--- src/rtl/mem_stage.sv ---
// MEM stage: EX/MEM register, req/ack data-memory access FSM and MEM/WB register.
// Define MEM_TIMEOUT_EN to abort accesses that wait TIMEOUT_CYCLES cycles without an ack.
module mem_stage #(
  parameter int unsigned TIMEOUT_CYCLES = 16
) (
  input  logic        clk,
  input  logic        rst,
  input  logic [31:0] alu_res,
  input  logic [31:0] WriteData,
  input  logic [4:0]  rd,
  input  logic        MemRead,
  input  logic        MemWrite,
  input  logic        RegWrite,
  input  logic        MemToReg,
  output logic [31:0] alu_res_mem,
  output logic [4:0]  rd_mem,
  output logic        RegWrite_mem,
  output logic        dmem_req,
  output logic        dmem_we,
  output logic [31:0] dmem_addr,
  output logic [31:0] dmem_wdata,
  input  logic [31:0] dmem_rdata,
  input  logic        dmem_ack,
  output logic        mem_stall,
  output logic [31:0] wb_data,
  output logic [4:0]  wb_rd,
  output logic        wb_RegWrite,
  output logic        mem_err
);

  typedef enum logic {IDLE, ACCESS} state_e;

  state_e      state_q, state_d;
  logic [31:0] aluRes_q, writeData_q;
  logic [4:0]  rd_q;
  logic        memRead_q, memWrite_q, regWrite_q, memToReg_q;
  logic [31:0] wbData_q, wbData_d;
  logic [4:0]  wbRd_q, wbRd_d;
  logic        wbRegWrite_q, wbRegWrite_d;
  logic        inAccess, timeout;

  assign inAccess = (state_q == ACCESS);

`ifdef MEM_TIMEOUT_EN
  localparam int unsigned CW = $clog2(TIMEOUT_CYCLES + 1);
  logic [CW-1:0] waitCnt_q;

  assign timeout = inAccess && !dmem_ack && (waitCnt_q == CW'(TIMEOUT_CYCLES));
  assign mem_err = timeout;

  // Counts ACCESS cycles spent without an ack; any other cycle restarts it.
  always_ff @(posedge clk) begin
    if (rst) begin
      waitCnt_q <= '0;
    end else if (inAccess && !dmem_ack && !timeout) begin
      waitCnt_q <= waitCnt_q + 1'b1;
    end else begin
      waitCnt_q <= '0;
    end
  end
`else
  assign timeout = 1'b0;
  assign mem_err = 1'b0;
`endif

  assign mem_stall = inAccess && !dmem_ack && !timeout;

  // A timed-out access retires as a bubble; loads only take rdata when really loading.
  always_comb begin
    state_d      = state_q;
    wbData_d     = wbData_q;
    wbRd_d       = wbRd_q;
    wbRegWrite_d = 1'b0;
    if (!mem_stall) begin
      state_d = (MemRead || MemWrite) ? ACCESS : IDLE;
      if (!timeout) begin
        wbData_d     = (memToReg_q && memRead_q && !memWrite_q) ? dmem_rdata : aluRes_q;
        wbRd_d       = rd_q;
        wbRegWrite_d = regWrite_q;
      end
    end
  end

  always_ff @(posedge clk) begin
    if (rst) begin
      state_q      <= IDLE;
      aluRes_q     <= '0;
      writeData_q  <= '0;
      rd_q         <= '0;
      memRead_q    <= 1'b0;
      memWrite_q   <= 1'b0;
      regWrite_q   <= 1'b0;
      memToReg_q   <= 1'b0;
      wbData_q     <= '0;
      wbRd_q       <= '0;
      wbRegWrite_q <= 1'b0;
    end else begin
      state_q      <= state_d;
      wbData_q     <= wbData_d;
      wbRd_q       <= wbRd_d;
      wbRegWrite_q <= wbRegWrite_d;
      if (!mem_stall) begin
        aluRes_q    <= alu_res;
        writeData_q <= WriteData;
        rd_q        <= rd;
        memRead_q   <= MemRead;
        memWrite_q  <= MemWrite;
        regWrite_q  <= RegWrite;
        memToReg_q  <= MemToReg;
      end
    end
  end

  assign alu_res_mem  = aluRes_q;
  assign rd_mem       = rd_q;
  assign RegWrite_mem = regWrite_q;
  assign dmem_req     = inAccess;
  assign dmem_we      = memWrite_q;
  assign dmem_addr    = {aluRes_q[31:2], 2'b00};
  assign dmem_wdata   = writeData_q;
  assign wb_data      = wbData_q;
  assign wb_rd        = wbRd_q;
  assign wb_RegWrite  = wbRegWrite_q;

endmodule

--- config.mk ---
export PLATFORM = sky130hd
export DESIGN_NAME = mem_stage
export DESIGN_NICKNAME = d
export VERILOG_FILES = /design/src/rtl/mem_stage.sv
export SDC_FILE = /design/constraint.sdc
export NUM_CORES = 1
export LEC_CHECK = 0
export BUFFER_PORTS_ARGS = -buffer_cell sky130_fd_sc_hd__buf_4
export CAP_MARGIN = 10
export CORE_AREA = 2 2 95 120
export CTS_CLUSTER_DIAMETER = 200
export DETAILED_ROUTE_END_ITERATION = 8
export DIE_AREA = 0 0 97 122
export GPL_TIMING_DRIVEN = 0
export PLACE_DENSITY = 0.79
export SLEW_MARGIN = 10
export SYNTH_ARGS = -nofsm -noshare
export SYNTH_HDL_FRONTEND = slang
export SYNTH_SLANG_ARGS = --single-unit
--- constraint.sdc ---
create_clock -name clk -period 2.25 [get_ports clk]
set_input_delay 0.675 -clock clk [delete_from_list [all_inputs] [get_ports clk]]
set_output_delay 0.675 -clock clk [all_outputs]
set_load 0.05 [all_outputs]
==> results of run 1 <==
-- worst max-delay path by stage --
stage	start	cells after the start	slack [ns]	endpoint
4_1_cts	dmem_ack	5	0.04	mem_stall
6_report	dmem_ack	5	0.12	mem_stall
3_5_place_dp	dmem_ack	6	-0.12	mem_stall
2_1_floorplan	dmem_ack	4	0.23	mem_stall
5_1_grt	dmem_ack	5	0.05	mem_stall
3_3_place_gp	dmem_ack	6	-0.10	mem_stall
-- cells in the final DEF, fill, tap and decap left out --
| cell type | synthesis | final |
|---|---|---|
| buf_6 | 1 | 2 |
| buf_12 | 3 | 3 |
| bufinv_16 | 0 | 2 |
| clkbuf_1 | 7 | 7 |
| buf_2 | 22 | 21 |
| dfxtp_1 | 112 | 112 |
| nand2b_4 | 1 | 1 |
| inv_2 | 1 | 1 |
| a211oi_2 | 30 | 30 |
| buf_1 | 6 | 6 |
| conb_1 | 1 | 3 |
| and3b_1 | 1 | 1 |
| nand3b_1 | 1 | 1 |
| buf_4 | 37 | 283 |
| nor2_1 | 33 | 33 |
| clkinv_2 | 0 | 3 |
| clkinvlp_4 | 0 | 1 |
| nand2_1 | 188 | 188 |
| clkbuf_8 | 0 | 1 |
| clkbuf_16 | 0 | 9 |
| nor3b_1 | 1 | 1 |
| a21oi_1 | 81 | 81 |
| a211oi_1 | 2 | 2 |
| a21oi_2 | 30 | 30 |
-- layer usage --
metal	track usage [%]	vias to the layer above	part of all wire, %
li1	-	2312	-
met1	25.20	2134	39
met2	38.89	186	51
met3	5.795	33	6.8
met4	9.683	0	3.1
met5	0	-	0
-- flip-flops by register name (all words and copies together) (netlist names) --
signal	count
memRead_q	1
dmem_wdata	32
wb_data	32
rd_mem	5
alu_res_mem	32
wb_RegWrite	1
wb_rd	5
memToReg_q	1
RegWrite_mem	1
dmem_req	1
dmem_we	1
-- synth_stat cells, drive strengths merged --
master | n | area share [%]
nand3b | 1 | 0.16
nand2 | 188 | 15
nor3b | 1 | 0.16
inv | 1 | 0.080
dfxtp | 112 | 48
buf | 69 | 10
a211oi | 32 | 8.3
a21oi | 111 | 14
nand2b | 1 | 0.29
nor2 | 33 | 2.6
conb | 1 | 0.080
clkbuf | 7 | 0.56
and3b | 1 | 0.19
-- timing repair --
action	4_1_cts	5_1_grt
gates resized for setup	0	1
gates cloned	0	0
endpoints found under the hold margin	0	0
endpoints found under the setup margin	1	1
-- layout make-up --
class                      instances  area share [%]
sequential                       112           31.87
multi-input combinational        371           27.53
timing repair buffer             247           26.36
buffer                            75           7.204
clock buffer                      10           3.397
tap                              135           2.401
clock inverter                     6           1.174
inverter                           1         0.05336
-- worst max-delay path: cells and delay by family --
kind / cells / cell delay, ns
buffers and inverters: 4 / 0.64
AND/OR/NAND/NOR: 1 / 0.14
-- per-stage QoR --
step | power (uW) | area, um^2 | hold WS, ns | TNS (ns)
6_report | 5361 | 7034 | 0.4540 | 0
5_1_grt | 5547 | 7034 | 0.4708 | 0
4_1_cts | 5386 | 7030 | 0.4550 | 0
3_5_place_dp | 3697 | 6714 | 0.4451 | -0.1234
3_3_place_gp | 3672 | 6714 | 0.4403 | -0.1017
2_1_floorplan | 3189 | 4691 | 0.4406 | 0
-- power by group through the flow --
stage	Sequential, uW	Combinational, uW	Clock [uW]
after floorplan	2690	500	0
after CTS	2210	1440	1730
final	2210	1440	1710
after global routing	2230	1510	1810
after detailed placement	2260	1440	0
after global placement	2250	1420	0
-- cell families after synthesis --
family | Yosys count
AOI/OAI and AO/OA | 143
buffers and inverters | 77
DFF | 112
other | 1
and+or+nand+nor | 225
==> results.txt, run 1 <==
The depth of the worst register-to-register path is 5. In this run the core area contains 43 standard-cell rows. The flop-to-flop setup slack is 0.88 ns. The I/O pin count is 252. The min-delay analysis places its worst path in the category register to register.

The number of vias in the routed layout came out at 4665. The critical path goes through buf_4 -> nand2b_4 -> inv_2 -> buf_6 -> buf_4. Input and output buffers added on the ports amount to 247. The share of layout cells above drive strength 1 came out at 47.08%.

The setup slack after layout came out at 0.1163 ns. The DRC violation count after routing came out at 0. The buffer depth of the longest clock path came out at 2. The source-to-sink clock delay at the later pin of the worst-skew pair came out at 0.35 ns. The routability congestion estimate is 0.8399.

The startpoint identified for the worst hold timing path is dmem_wdata[28]. The Yosys step of the flow raised 0 warnings. For this design the total switching power over the nets is 1743 uW. The number of max-slew violations in the final report came out at 0. The count of inserted antenna diode cells came out at 0. The global router's overall resource usage is 22.06%. The die boundary height is 122 um. The detail route stage leaves a number of antenna-violating nets equal to 0.

The cell chosen for the clock root is clkbuf_16. In this run the post-CTS setup repair buffer count came out at 0. The setup-violating endpoint count in the final report is 0. The post-detailed-route via-to-cell ratio came out at 4.875. Setup repair after global routing left no endpoint under its margin. In this run, post-CTS hold repair placed 0 buffers. The final critical-path share of the clock period came out at 94.83%. By instance count, the cell type seen most on the critical path is buf_4. In this run the horizontal extent of the chip is 97 um. The sum of net half-perimeters after detailed placement is 10710 um. The final worst clock skew is 0.008533 ns. The total overflow left after global routing is 0.

Clock-pin slew was measured on the worst setup and hold paths at 0.07 ns. The starting DRC count in detailed routing is 157. The count of max-cap constraint violations is 0. The final standard cell count with taps included and fillers excluded came out at 957.

The run finished with clean final reports. The largest net degree at the start of global routing came out at 20. Wires add up to 13910 um. The sequential cells in the finished layout cover a total of 2242 um^2. The initial utilization of the core area, before any placement, comes to 43.31%. The CTS tree is yes. The wire length of the first global-routing pass came out at 21260 um. The highest ir drop seen on vdd came out at 0.4959 mV. The synthesis-to-layout area growth came out at 50.20%. The endpoint identified for the worst register-to-register timing path is wb_data[30]. The required time reported for the critical path endpoint came out at 1.57 ns. The max-slew headroom at the worst pin is 51.32%. In this run, CTS created clock tree buffers numbering 9.

The synthesized netlist devotes 0% of its cell area to adder and majority cells. The arrival time of the worst setup path came out at 1.46 ns. The count of endpoints failing hold in the final timing report came out at 0. The cell leakage power is 0.003362 uW.

The path with the worst hold slack has its endpoint at dmem_wdata[28]. The slowest cell on the critical path is buf_4. The instance count of the mapped netlist is 558. The post-synthesis mux area share is 0%. The switching share of power is 32.51%.

The startpoint type of the worst setup path is an input pin. The maximum operating frequency came out at 0.4687 GHz. After filler insertion, the fill cell instance count of the layout stands at 903. The synthesized-area fraction occupied by xor and xnor cells is 0%. The detailed-route wire length per cell came out at 14.53 um.

The synthesized netlist devotes 22.60% of its cell area to compound gates. The multi-input logic area is 1937 um^2. Combinational logic burns 26.8% of the power. The first-pass iteration count of the detailed router is 4.

The power density normalized to cell area is 762.2 nW/um^2. At the pin with the least slew margin, the transition time is 0.7303 ns. The number of placed instances, taps included is 942. By startpoint and endpoint, the worst setup path is classified as input pin to primary output. Counting instances, the worst hold path has a depth of 2. The clock network is responsible for 31.9% of the overall power. The mapped netlist covers 4683 um^2. By area, the combinational part of the netlist is dominated by compound AO/OA/AOI/OAI gates.

The startpoint identified for the worst register-to-register timing path is dmem_req. Of the total synthesized cell area, the portion taken by AND, OR, NAND and NOR gates is 18.51%. The initial antenna violation count came out at 0. Of all nets on the critical path, the largest fanout is 19. The portion of total power attributed to sequential cells is 41.3%. The die covers 11830 um^2. The region available for standard cell placement spans 10810 um^2.

The post-synthesis average cell area is 8.393 um^2. Counting flops and latches in the post-synthesis netlist gives 112. The core occupancy in the finished layout came out at 65.05%. The kind of end point of the critical path is a primary output. The number of distinct library cells after synthesis is 19. The worst setup slack before clock tree synthesis came out at -0.1234 ns. The CTS sink count is 112. The internal power of the cells came out at 3618 uW. The via count of the first global-routing pass is 4348. The number of nets in the layout came out at 925. The level count of the clock H-tree is 3. The delay of the slowest cell on the worst path came out at 0.23 ns. The post-route minimum period came out at 2.134 ns. For this run, the register share of the synthesized area comes to 47.88%.
Power figures use the tool's default switching activity.
==> run 2, diff against run 1 <==
--- a/config.mk
+++ b/config.mk
@@ -7,13 +7,13 @@
 export LEC_CHECK = 0
 export BUFFER_PORTS_ARGS = -buffer_cell sky130_fd_sc_hd__buf_4
 export CAP_MARGIN = 10
-export CORE_AREA = 2 2 95 120
+export CORE_AREA = 4 4 97 122
 export CTS_CLUSTER_DIAMETER = 200
 export DETAILED_ROUTE_END_ITERATION = 8
-export DIE_AREA = 0 0 97 122
+export DIE_AREA = 0 0 101 126
 export GPL_TIMING_DRIVEN = 0
 export PLACE_DENSITY = 0.79
-export SLEW_MARGIN = 10
+export SLEW_MARGIN = 20
 export SYNTH_ARGS = -nofsm -noshare
 export SYNTH_HDL_FRONTEND = slang
 export SYNTH_SLANG_ARGS = --single-unit
==> run 2 against run 1 <==
Net effect:
- worst setup slack better by 0.0020 ns
- die area up 7.5%
- critical path depth unchanged
- power grew 1.6%
- first-iteration DRC count is 16% lower
- via count increased by 1.2%
- clock-buffer cell count is the same
- critical endpoint unchanged
- largest cell class unchanged
==> results.txt, run 2 (synthesis gave the netlist of run 1 again) <==
The routability congestion estimate came out at 0.8043 (-4.2%). The initial standard-cell utilization of the core came out at 44.34% (+1.0 points). The max-slew headroom at the worst pin came out at 51.94% (+0.62 points).

STA classifies the critical path startpoint as an input pin. The clock transition time at the flip-flop clock pins of the worst setup and hold paths is 0.07 ns (about the same). The first-pass iteration count of the detailed router is 4 (unchanged). The total met3 wirelength after detailed routing was 1273 um (+35%). The post-detailed-route via-to-cell ratio was 4.950 (+1.5%).

The detailed-route wire length per cell is 15.40 um (+5.9%). The final standard cell count with taps included and fillers excluded is 954 (-0.31%). STA classifies the critical path endpoint as a primary output. The cell leakage power is 0.003366 uW (+0.13%). The pin slew with the least headroom to its limit is 0.7210 ns (-0.009296 ns). The count of max-cap constraint violations came out at 0 (unchanged). The depth of the worst register-to-register path is 5 (unchanged). The power density normalized to cell area is 773.3 nW/um^2 (+1.5%). The top routing layer in use is met4. The most critical setup path has its startpoint at dmem_ack.

The maximum fanout along the worst path was 19 (unchanged). In this run the critical register-to-register path is launched from dmem_req. The required time reported for the critical path endpoint is 1.57 ns (about the same).

The number of cell rows was 42 (-2.3%). The initial antenna violation count is 0 (unchanged). The most critical setup path has its endpoint at mem_stall. The sum of net half-perimeters after detailed placement came out at 11400 um (+6.4%).

The portion of total power attributed to sequential cells came out at 40.6% (-0.7 points). The count of inserted antenna diode cells is 0 (unchanged). The post-layout instance area is 7046 um^2 (+0.16%). The final-layout fill cell count came out at 851 (-5.8%). In this run the worst hold path is classified as register to register. The net switching component of the power came out at 1745 uW (+0.12%).

The wire length of the first global-routing pass is 22760 um (+7.1%). The synthesis-to-layout area growth came out at 50.44%. The number of clock buffers inserted by TritonCTS came out at 9 (unchanged). The DRC violation count after routing came out at 0 (unchanged).

The maximum operating frequency came out at 0.4691 GHz (about the same). The buffer depth of the longest clock path came out at 2 (unchanged). The count of endpoints failing hold in the final timing report came to 0 (unchanged).

The core box area was 10560 um^2 (-2.3%). The leftover overflow at the end of global routing is 0 (unchanged). The number of max-slew violations in the final report is 0 (unchanged).

The source-to-sink clock delay at the later pin of the worst-skew pair came out at 0.34 ns (about the same). The tree is rooted in a clkbuf_16. The number of placed instances, taps included came out at 939 (-0.32%). The starting DRC count in detailed routing came out at 132 (-16%). Leaving out fill and tap cells, the most frequent cell in the layout is buf_4. The internal power of the cells came to 3703 uW (+2.3%). The total power of the final layout is 5448 uW (+1.6%). The switching share of power was 32.03% (-0.48 points). The number of nets in the layout came to 925 (unchanged). The highest ir drop seen on vdd was 0.4172 mV (-16%). The number of buffers added on ports is 247 (unchanged).

The via count of the first global-routing pass was 4647 (+6.9%). TritonCTS built the clock tree. The post-detailed-route count of antenna-violating nets came to 0 (unchanged).

The flop-to-flop setup slack was 0.90 ns (+0.02 ns). The core occupancy in the finished layout is 66.70% (+1.7 points). The reg-to-reg endpoint is wb_data[29]. The CTS sink count is 112 (unchanged). The global router's overall resource usage came out at 22.24% (+0.18 points). The share of layout cells above drive strength 1 came out at 46.96% (-0.12 points). The worst hold slack across all endpoints is 0.4549 ns (+0.0008730 ns). The met2 wire length came out at 7596 um (+7.7%). The clock network fraction of design power came out at 33.0% (+1.1 points). The I/O pin count is 252 (unchanged).

In the layout the commonest cells are 283 x buf_4, 188 x nand2_1, 112 x dfxtp_1, 81 x a21oi_1, 33 x nor2_1. The detailed-route wire length on metal 1 came to 5372 um (-1.9%). The number of buffers inserted by post-CTS setup repair came out at 0 (unchanged). The setup-violating endpoint count in the final report came out at 0 (unchanged). The level count of the clock H-tree is 3 (unchanged). The run finished with clean final reports.

The final worst clock skew is 0.008482 ns (-0.00005096 ns). The arrival time of the worst setup path is 1.46 ns (about the same). The post-route minimum period came out at 2.132 ns (-0.002018 ns). Setup repair after global routing left no endpoint under its margin.

The die boundary height came to 126 um (+3.3%). The cell count of the worst hold path came out at 2 (unchanged). The share of total power in combinational logic was 26.4% (-0.4 points). The final critical-path share of the clock period came to 94.74% (about the same). The die area is 12730 um^2 (+7.5%).

The horizontal extent of the die came out at 101 um (+4.1%). The critical path class is input pin to primary output. The placed standard-cell area came out at 6710 um^2 (about the same).

The largest net degree at the start of global routing is 20 (unchanged). The total wirelength of the detailed-routed design came out at 14690 um (+5.6%). The number of vias in the routed layout came to 4722 (+1.2%).
[run 2: timing repair]
item,in CTS,in global routing
setup endpoints to repair,1,1
pin swaps,0,0
hold buffers,0,0
gates resized for setup,0,1
[run 2: power by group through the flow]
stage	clock [uW]	sequential [uW]	combinational [uW]
after global placement	0	2250	1420
after global routing	1910	2230	1510
after CTS	1810	2210	1450
after detailed placement	0	2260	1440
after floorplan	0	2690	500
final	1800	2210	1440
[run 2: how the worst min path moves through the flow]
| stage | start | to | slack (ns) |
|---|---|---|---|
| global route | dmem_wdata[30] | dmem_wdata[30] | 0.47 |
| finish | wb_rd[4] | wb_rd[4] | 0.45 |
| global placement | dmem_wdata[14] | dmem_wdata[14] | 0.44 |
| floorplan | memToReg_q | memToReg_q | 0.44 |
| detailed placement | dmem_wdata[3] | dmem_wdata[3] | 0.45 |
| CTS | dmem_wdata[28] | dmem_wdata[28] | 0.46 |
[run 2: layout make-up]
cell class | count | area (um^2) | share of cell area [%]
multi-input combinational | 371 | 1937 | 27.49
timing repair buffer | 247 | 1854 | 26.32
sequential | 112 | 2242 | 31.82
clock inverter | 6 | 107.6 | 1.527
buffer | 75 | 506.7 | 7.192
tap | 132 | 165.2 | 2.344
inverter | 1 | 3.754 | 0.05328
clock buffer | 10 | 229.0 | 3.250
[run 2: metrics by stage]
step / TNS [ns] / worst slack, ns
final: 0 / 0.1183
after global routing: 0 / 0.04712
after CTS: 0 / 0.03503
after detailed placement: -0.1336 / -0.1336
after global placement: -0.1037 / -0.1037
after floorplan: 0 / 0.2266
[run 2: critical path, stage by stage]
cell      delay [ns]
buf_4           0.11
nand2b_4        0.14
inv_2           0.09
buf_6           0.20
buf_4           0.23
[run 2: per-layer routing]
layer,track usage (%),vias up
li1,-,2306
met2,39.63,191
met4,8.998,0
met1,24.73,2189
met3,5.863,36
met5,0,-
